### src/rtl/connect4_pkg.sv
// Shared encodings and constants for the Connect4 game controller.
// Holds the state/status bus codes, internal FSM states and board sizes.
package connect4_pkg;

    localparam int NUM_COLS  = 7;
    localparam int NUM_ROWS  = 6;
    localparam int MAX_MOVES = 42;

    // Codes driven onto the external state bus
    typedef enum logic [1:0] {
        GAME_INIT = 2'b00,
        P1_TURN   = 2'b01,
        P2_TURN   = 2'b10,
        END_GAME  = 2'b11
    } game_state_e;

    typedef enum logic [1:0] {
        STILL_PLAYING = 2'b00,
        P1_WINS       = 2'b01,
        P2_WINS       = 2'b10,
        TIE           = 2'b11
    } game_status_e;

    // Internal controller states
    typedef enum logic [1:0] {
        S_INIT  = 2'b00,
        S_TURN  = 2'b01,
        S_CHECK = 2'b10,
        S_END   = 2'b11
    } fsm_e;

    localparam logic PLAYER_1 = 1'b0;
    localparam logic PLAYER_2 = 1'b1;

    // TURN and CHECK both display whose turn it is
    function automatic game_state_e state_code(fsm_e f, logic p);
        game_state_e s;
        unique case (f)
            S_INIT:  s = GAME_INIT;
            S_END:   s = END_GAME;
            default: s = p ? P2_TURN : P1_TURN;
        endcase
        return s;
    endfunction

endpackage

### src/rtl/column_height_tracker.sv
// Per-column fill heights for the Connect4 board.
// Ports: clear/inc/inc_col update heights; rd_col selects height/full outputs.
module column_height_tracker
    import connect4_pkg::*;
(
    input  logic       clk,
    input  logic       rst_n,
    input  logic       clear,
    input  logic       inc,
    input  logic [2:0] inc_col,
    input  logic [2:0] rd_col,
    output logic [2:0] height,
    output logic       full
);

    logic [2:0] heights [NUM_COLS];

    always_ff @(posedge clk or negedge rst_n) begin
        if (!rst_n) begin
            for (int i = 0; i < NUM_COLS; i++) heights[i] <= '0;
        end else if (clear) begin
            for (int i = 0; i < NUM_COLS; i++) heights[i] <= '0;
        end else if (inc) begin
            for (int i = 0; i < NUM_COLS; i++)
                if (inc_col == 3'(i)) heights[i] <= heights[i] + 3'd1;
        end
    end

    // Out-of-range columns read as full so they can never be placed
    always_comb begin
        height = '0;
        full   = 1'b1;
        for (int i = 0; i < NUM_COLS; i++) begin
            if (rd_col == 3'(i)) begin
                height = heights[i];
                full   = (heights[i] >= 3'(NUM_ROWS));
            end
        end
    end

endmodule

### src/rtl/connect4_game_controller.sv
// Connect4 sequencing controller: game FSM, move counter, current player.
// Ports: start/move_req/move_col/win_* in; state, game_status, place_*,
// move_ack/move_reject, move_count out. Optional MOVE_TIMEOUT_EN turn timer.
module connect4_game_controller
    import connect4_pkg::*;
#(
    parameter int TIMEOUT_CYCLES = 100_000_000
) (
    input  logic       clk,
    input  logic       rst_n,
    input  logic       start,
    input  logic       move_req,
    input  logic [2:0] move_col,
    input  logic       win_valid,
    input  logic       win_found,
    output logic [1:0] state,
    output logic [1:0] game_status,
    output logic       place_valid,
    output logic [2:0] place_col,
    output logic [2:0] place_row,
    output logic       place_player,
    output logic       move_ack,
    output logic       move_reject,
    output logic [5:0] move_count
);

    fsm_e         fsm_q, fsm_d;
    logic         player_q, player_d;
    logic [5:0]   count_d;
    game_status_e status_q, status_d;
    logic         pv_d, ack_d, rej_d, pp_d;
    logic [2:0]   pc_d, pr_d;
    logic         ht_clear, ht_inc;
    logic [2:0]   col_height;
    logic         col_full;
    logic         legal;

    column_height_tracker u_heights (
        .clk     (clk),
        .rst_n   (rst_n),
        .clear   (ht_clear),
        .inc     (ht_inc),
        .inc_col (move_col),
        .rd_col  (move_col),
        .height  (col_height),
        .full    (col_full)
    );

    assign legal = (move_col <= 3'(NUM_COLS - 1)) && !col_full;

`ifdef MOVE_TIMEOUT_EN
    localparam int TW = (TIMEOUT_CYCLES > 2) ? $clog2(TIMEOUT_CYCLES) : 1;
    localparam logic [TW-1:0] T_LAST = TW'(TIMEOUT_CYCLES - 1);
    logic [TW-1:0] timer_q, timer_d;

    always_ff @(posedge clk or negedge rst_n) begin
        if (!rst_n) timer_q <= '0;
        else        timer_q <= timer_d;
    end
`else
    logic unused_timeout_cfg;
    assign unused_timeout_cfg = (TIMEOUT_CYCLES > 0);
`endif

    always_comb begin
        fsm_d    = fsm_q;
        player_d = player_q;
        count_d  = move_count;
        status_d = status_q;
        pv_d     = 1'b0;
        ack_d    = 1'b0;
        rej_d    = 1'b0;
        pc_d     = '0;
        pr_d     = '0;
        pp_d     = 1'b0;
        ht_clear = 1'b0;
        ht_inc   = 1'b0;
`ifdef MOVE_TIMEOUT_EN
        timer_d  = '0;
`endif
        unique case (fsm_q)
            S_INIT: begin
                if (start) begin
                    fsm_d    = S_TURN;
                    player_d = PLAYER_1;
                    count_d  = '0;
                    status_d = STILL_PLAYING;
                    ht_clear = 1'b1;
                end
            end
            S_TURN: begin
                if (move_req) begin
                    if (legal) begin
                        fsm_d   = S_CHECK;
                        ack_d   = 1'b1;
                        pv_d    = 1'b1;
                        pc_d    = move_col;
                        pr_d    = col_height;
                        pp_d    = player_q;
                        ht_inc  = 1'b1;
                        count_d = move_count + 6'd1;
                    end else begin
                        rej_d = 1'b1;
                    end
                end
`ifdef MOVE_TIMEOUT_EN
                // Idle turn expired: pass the move, timer restarts
                else if (timer_q == T_LAST) begin
                    player_d = ~player_q;
                end else begin
                    timer_d = timer_q + 1'b1;
                end
`endif
            end
            S_CHECK: begin
                if (win_valid) begin
                    if (win_found) begin
                        fsm_d    = S_END;
                        status_d = player_q ? P2_WINS : P1_WINS;
                    end else if (move_count == 6'(MAX_MOVES)) begin
                        fsm_d    = S_END;
                        status_d = TIE;
                    end else begin
                        fsm_d    = S_TURN;
                        player_d = ~player_q;
                    end
                end
            end
            S_END: begin
                if (start) begin
                    fsm_d    = S_INIT;
                    count_d  = '0;
                    ht_clear = 1'b1;
                end
            end
            default: fsm_d = S_INIT;
        endcase
    end

    always_ff @(posedge clk or negedge rst_n) begin
        if (!rst_n) begin
            fsm_q    <= S_INIT;
            player_q <= PLAYER_1;
            status_q <= STILL_PLAYING;
        end else begin
            fsm_q    <= fsm_d;
            player_q <= player_d;
            status_q <= status_d;
        end
    end

    always_ff @(posedge clk or negedge rst_n) begin
        if (!rst_n) begin
            state        <= GAME_INIT;
            move_count   <= '0;
            place_valid  <= 1'b0;
            place_col    <= '0;
            place_row    <= '0;
            place_player <= 1'b0;
            move_ack     <= 1'b0;
            move_reject  <= 1'b0;
        end else begin
            state        <= state_code(fsm_d, player_d);
            move_count   <= count_d;
            place_valid  <= pv_d;
            place_col    <= pc_d;
            place_row    <= pr_d;
            place_player <= pp_d;
            move_ack     <= ack_d;
            move_reject  <= rej_d;
        end
    end

    assign game_status = status_q;

endmodule
### config.mk
export PLATFORM = sky130hd
export DESIGN_NAME = connect4_game_controller
export DESIGN_NICKNAME = d
export VERILOG_FILES = /design/src/rtl/connect4_pkg.sv /design/src/rtl/column_height_tracker.sv /design/src/rtl/connect4_game_controller.sv
export SDC_FILE = /design/constraint.sdc
export NUM_CORES = 1
export LEC_CHECK = 0
export BUFFER_PORTS_ARGS = -buffer_cell sky130_fd_sc_hd__buf_2
export CAP_MARGIN = 20
export CORE_ASPECT_RATIO = 2
export CORE_MARGIN = 3
export CORE_UTILIZATION = 45
export DETAILED_ROUTE_END_ITERATION = 8
export GPL_ROUTABILITY_DRIVEN = 0
export GPL_TIMING_DRIVEN = 1
export PLACE_DENSITY = 0.76
export SLEW_MARGIN = 20
export SYNTH_ARGS = -nofsm -noshare
export SYNTH_HDL_FRONTEND = slang
export SYNTH_SLANG_ARGS = --single-unit
export TNS_END_PERCENT = 50
### constraint.sdc
create_clock -name clk -period 6.3 [get_ports clk]
set_input_delay 0.63 -clock clk [delete_from_list [all_inputs] [get_ports clk]]
set_output_delay 0.63 -clock clk [all_outputs]
set_load 0.01 [all_outputs]
==> impl_summary.log <==
[metrics] sw frac: 37.3%
[metrics] Die Y-Extent: 113 um
[metrics] unrepaired setup endpoints after global routing: no
[metrics] TNS Setup: 0 ps
[metrics] number of failing setup endpoints in the final timing report: 0
[metrics] I/O pin count: 29
[metrics] flop and latch count out of synthesis: 43
[metrics] worst hold slack after final layout: 466 ps
[metrics] largest net degree at the start of global routing: 44
[metrics] Reg2Reg Depth: 11
[metrics] leading cell types in the layout, fill and taps excluded: dfrtp_1 (43), nor2_1 (33), nand2_1 (30)
[metrics] cell breakdown of the critical path: buf_2, nand4b_1, o22ai_1, and2b_1, a21boi_1, nor3_2, o41a_1, ha_1, nand2_1, o21a_1
[metrics] total half-perimeter wirelength after legalization and detailed placement: around 4500 um
[metrics] leading cell type in the layout, fill and taps excluded: dfrtp_1
[metrics] number of max-slew violations in the final report: 0
[metrics] worst-case clock buffer depth: 2
[metrics] routed via count divided by cell count: 5.91
[metrics] vias in the first global route: 2163
[metrics] period utilisation layout: between 40% and 50%
[metrics] clock tree from TritonCTS: built
[metrics] share of power burned in combinational logic: between 30% and 40%
[metrics] Hold Crit Class: input pin to async pin
[metrics] ratio of total power to cell area: 305 nW/um2
[metrics] 1st-iter DRT viols: 65
[metrics] number of buffers created by CTS: 5
[metrics] placed standard-cell area: 2750 um2
[metrics] worst setup slack after placement: 3250 ps
[metrics] status: finished, final reports clean
[metrics] number of remaining DRC errors: 0
[metrics] number of setup buffers added after CTS: 0
[metrics] worst-path maximum fanout: 21
[metrics] CTS Sinks: 43
[metrics] count of standard-cell rows: 38
[metrics] worst endpoint required time: ~6500 ps
[metrics] area added between synthesis and finish: 10.7%
[metrics] Post-Synthesis Cells: 282
[metrics] routed vias: 2170
[metrics] clock insertion delay at the later pin of the skew report: 310 ps
[metrics] portion of total power attributed to sequential cells: 38.3%
[metrics] distinct cell type count after synthesis: 56
[metrics] Seq/Total Area, Yosys: 41.6%
[metrics] die span in x: 59.6 um
[metrics] Achievable Freq: 0.367 GHz
[metrics] number of nets in the final layout: around 330
[metrics] initial antenna violation count: 0
[metrics] Clock Pin Slew Worst Setup and Hold Paths: 80 ps
[metrics] Crit path largest cell delay: between 300 and 400 ps
[metrics] share of post-route cells with drive strength above 1: 15.0%
[metrics] total detailed-routing wirelength: 6020 um
[metrics] Final Cell Area: 2860 um2
[metrics] portion of total power attributed to the clock network: 24.9%
[metrics] proportion of synthesized flip-flops having asynchronous set or reset: 100%
[metrics] Psw: approximately 0.00033 W
[metrics] wire length of the first global-routing pass: around 9900 um
[metrics] final worst-path setup slack: 3580 ps
[metrics] final period demand of the worst path: 2720 ps
[metrics] Internal: around 0.00055 W
[metrics] critical path capture point type: flip-flop
[metrics] leakage: 1.40 nW
[metrics] arrival time at the worst endpoint: 2930 ps
[metrics] final antenna diode count: 0
[metrics] number of enable-type register cells in the synthesized netlist: 0
[metrics] combined area of all synthesized cells: 2580 um2
[metrics] type of the worst setup path: input pin to flip-flop
[metrics] Peak VDD IR: roughly 0.0003 V
[metrics] Least-Margin Pin Slew: 956 ps
[metrics] clock root cell: clkbuf_8
[metrics] post-route clock skew: 6.71 ps
[metrics] final-report hold violation count: 0
[metrics] Post-synth top flop: dfrtp_1
[metrics] DIE AREA: a little under 7000 um2
[metrics] CP max-delay cell: o41a_1
[metrics] post-CTS sizing: 0
[metrics] drt wl/cell: roughly 16 um
[metrics] count of warnings emitted by yosys: 0
[metrics] tightest slew margin relative to the limit: 36.3%
[metrics] H-tree Lvls: 2
[metrics] critical path launch point type: input pin
[metrics] core area: 5520 um2
[metrics] Post-Synthesis Net Count: 308
[metrics] post-synthesis area per instance: 9.16 um2
[metrics] first drt pass iteration count: 4
[metrics] total global-route track usage: 19.5%
[metrics] number of nets with antenna violations after routing: 0
[metrics] initial cell density of the core: 46.8%
[metrics] number of hold buffers added after cts: 0
[metrics] number of maximum-capacitance constraint violations: 0
[metrics] quantity of I/O buffers inserted on ports: 28
[metrics] global route total overflow: 0
area by class of cell:
type	instances	area, um2
flip-flops and latches	43	1080
repair buffers	29	148
multi-input cells	209	1380
fillers	532	2660
clock inverters	3	43.8
inverters	18	67.6
well taps	60	75.1
clock buffers	5	68.8
power by group through the flow:
stage                     registers [W]  logic [W]  clock network, W
final                          0.000335   0.000322          0.000217
after global routing           0.000339   0.000362          0.000232
after CTS                      0.000335   0.000323          0.000221
after detailed placement       0.000340   0.000323                 0
after global placement         0.000339   0.000312                 0
after floorplan                0.000342   0.000226                 0
path summary, 6_finish.rpt:
| path | from | slack (ps) | endpoint |
|---|---|---|---|
| min in group clk | game_status[0]$_DFFE_PN0P_ | 540 | game_status[0]$_DFFE_PN0P_ |
| setup / recovery | move_col[1] | 3580 | state[0]$_DFF_PN0_ |
| hold / removal | rst_n | 470 | place_col[1]$_DFF_PN0_ |
| hold reg to reg | game_status[0]$_DFFE_PN0P_ | 540 | game_status[0]$_DFFE_PN0P_ |
| setup reg to reg | u_heights.heights[18]$_DFFE_PN0P_ | 3630 | state[0]$_DFF_PN0_ |
| max in group asynchronous | rst_n | 5240 | u_heights.heights[3]$_DFFE_PN0P_ |
metal layers:
layer | GRT usage, % | share of wire [%] | vias to the layer above
met5 | 0 | 0 | -
met4 | 14.8 | 6.7 | 0
met3 | 3.88 | 4.1 | 29
met2 | 33.0 | 53 | 65
met1 | 20.0 | 36 | 1044
li1 | - | - | 1032
flip-flops by register name, summed over array words and instances (netlist names):
register / flops
move_ack: 1
place_row: 3
player_q: 1
move_count: 6
u_heights.heights: 21
state: 2
game_status: 2
place_col: 3
move_reject: 1
place_player: 1
fsm_q: 2
cells in the mapped netlist, types with 3 or more instances:
library cell | instances | area share, %
nand2_1 | 30 | 4.4
o22ai_1 | 3 | 0.73
nand4_1 | 4 | 0.97
nor2_1 | 33 | 4.8
a22oi_1 | 3 | 0.87
nor2b_1 | 4 | 0.97
nand2b_1 | 7 | 1.7
a211oi_1 | 4 | 1.2
inv_1 | 18 | 2.6
xor2_1 | 4 | 1.4
clkbuf_1 | 7 | 1.0
ha_1 | 17 | 8.2
a31oi_1 | 3 | 0.73
dfrtp_1 | 43 | 42
xnor2_1 | 7 | 2.4
nor4_1 | 5 | 1.2
a21oi_1 | 10 | 1.9
or3_1 | 4 | 0.97
nand3_1 | 4 | 0.77
and2_1 | 3 | 0.73
mux2i_1 | 6 | 2.3
o21ai_0 | 16 | 3.1
kinds of logic (layout without fill, tap and decap cells):
kind of cell / count (synthesis) / after routing / synth area share [%]
DFF: 43 / 43 / 41.6
and+or+nand+nor: 110 / 110 / 21.4
adders and majority gates: 17 / 17 / 8.23
muxes: 8 / 8 / 3.63
AOI/OAI and AO/OA: 63 / 63 / 16.5
buffers and inverters: 30 / 55 / 4.89
xor gates and xnor gates: 11 / 11 / 3.73
critical path, delay by kind of cell:
kind,cells,cell delay [ps]
AND/OR/NAND/NOR,4,630
buffers and inverters,1,300
AO/OA/AOI/OAI,4,1030
adder cells (fa/ha/maj),1,320
stage by stage:
| stage | instances | util (%) | power [W] |
|---|---|---|---|
| 3_5_place_dp | 359 | 49.8 | 0.000663 |
| 5_1_grt | 367 | 51.9 | 0.000932 |
| 2_1_floorplan | 282 | - | 0.000568 |
| 4_1_cts | 367 | 51.9 | 0.000879 |
| 3_3_place_gp | 359 | 49.8 | 0.000651 |
| 6_report | 367 | 51.9 | 0.000874 |
(Power assumes the default switching activity.)
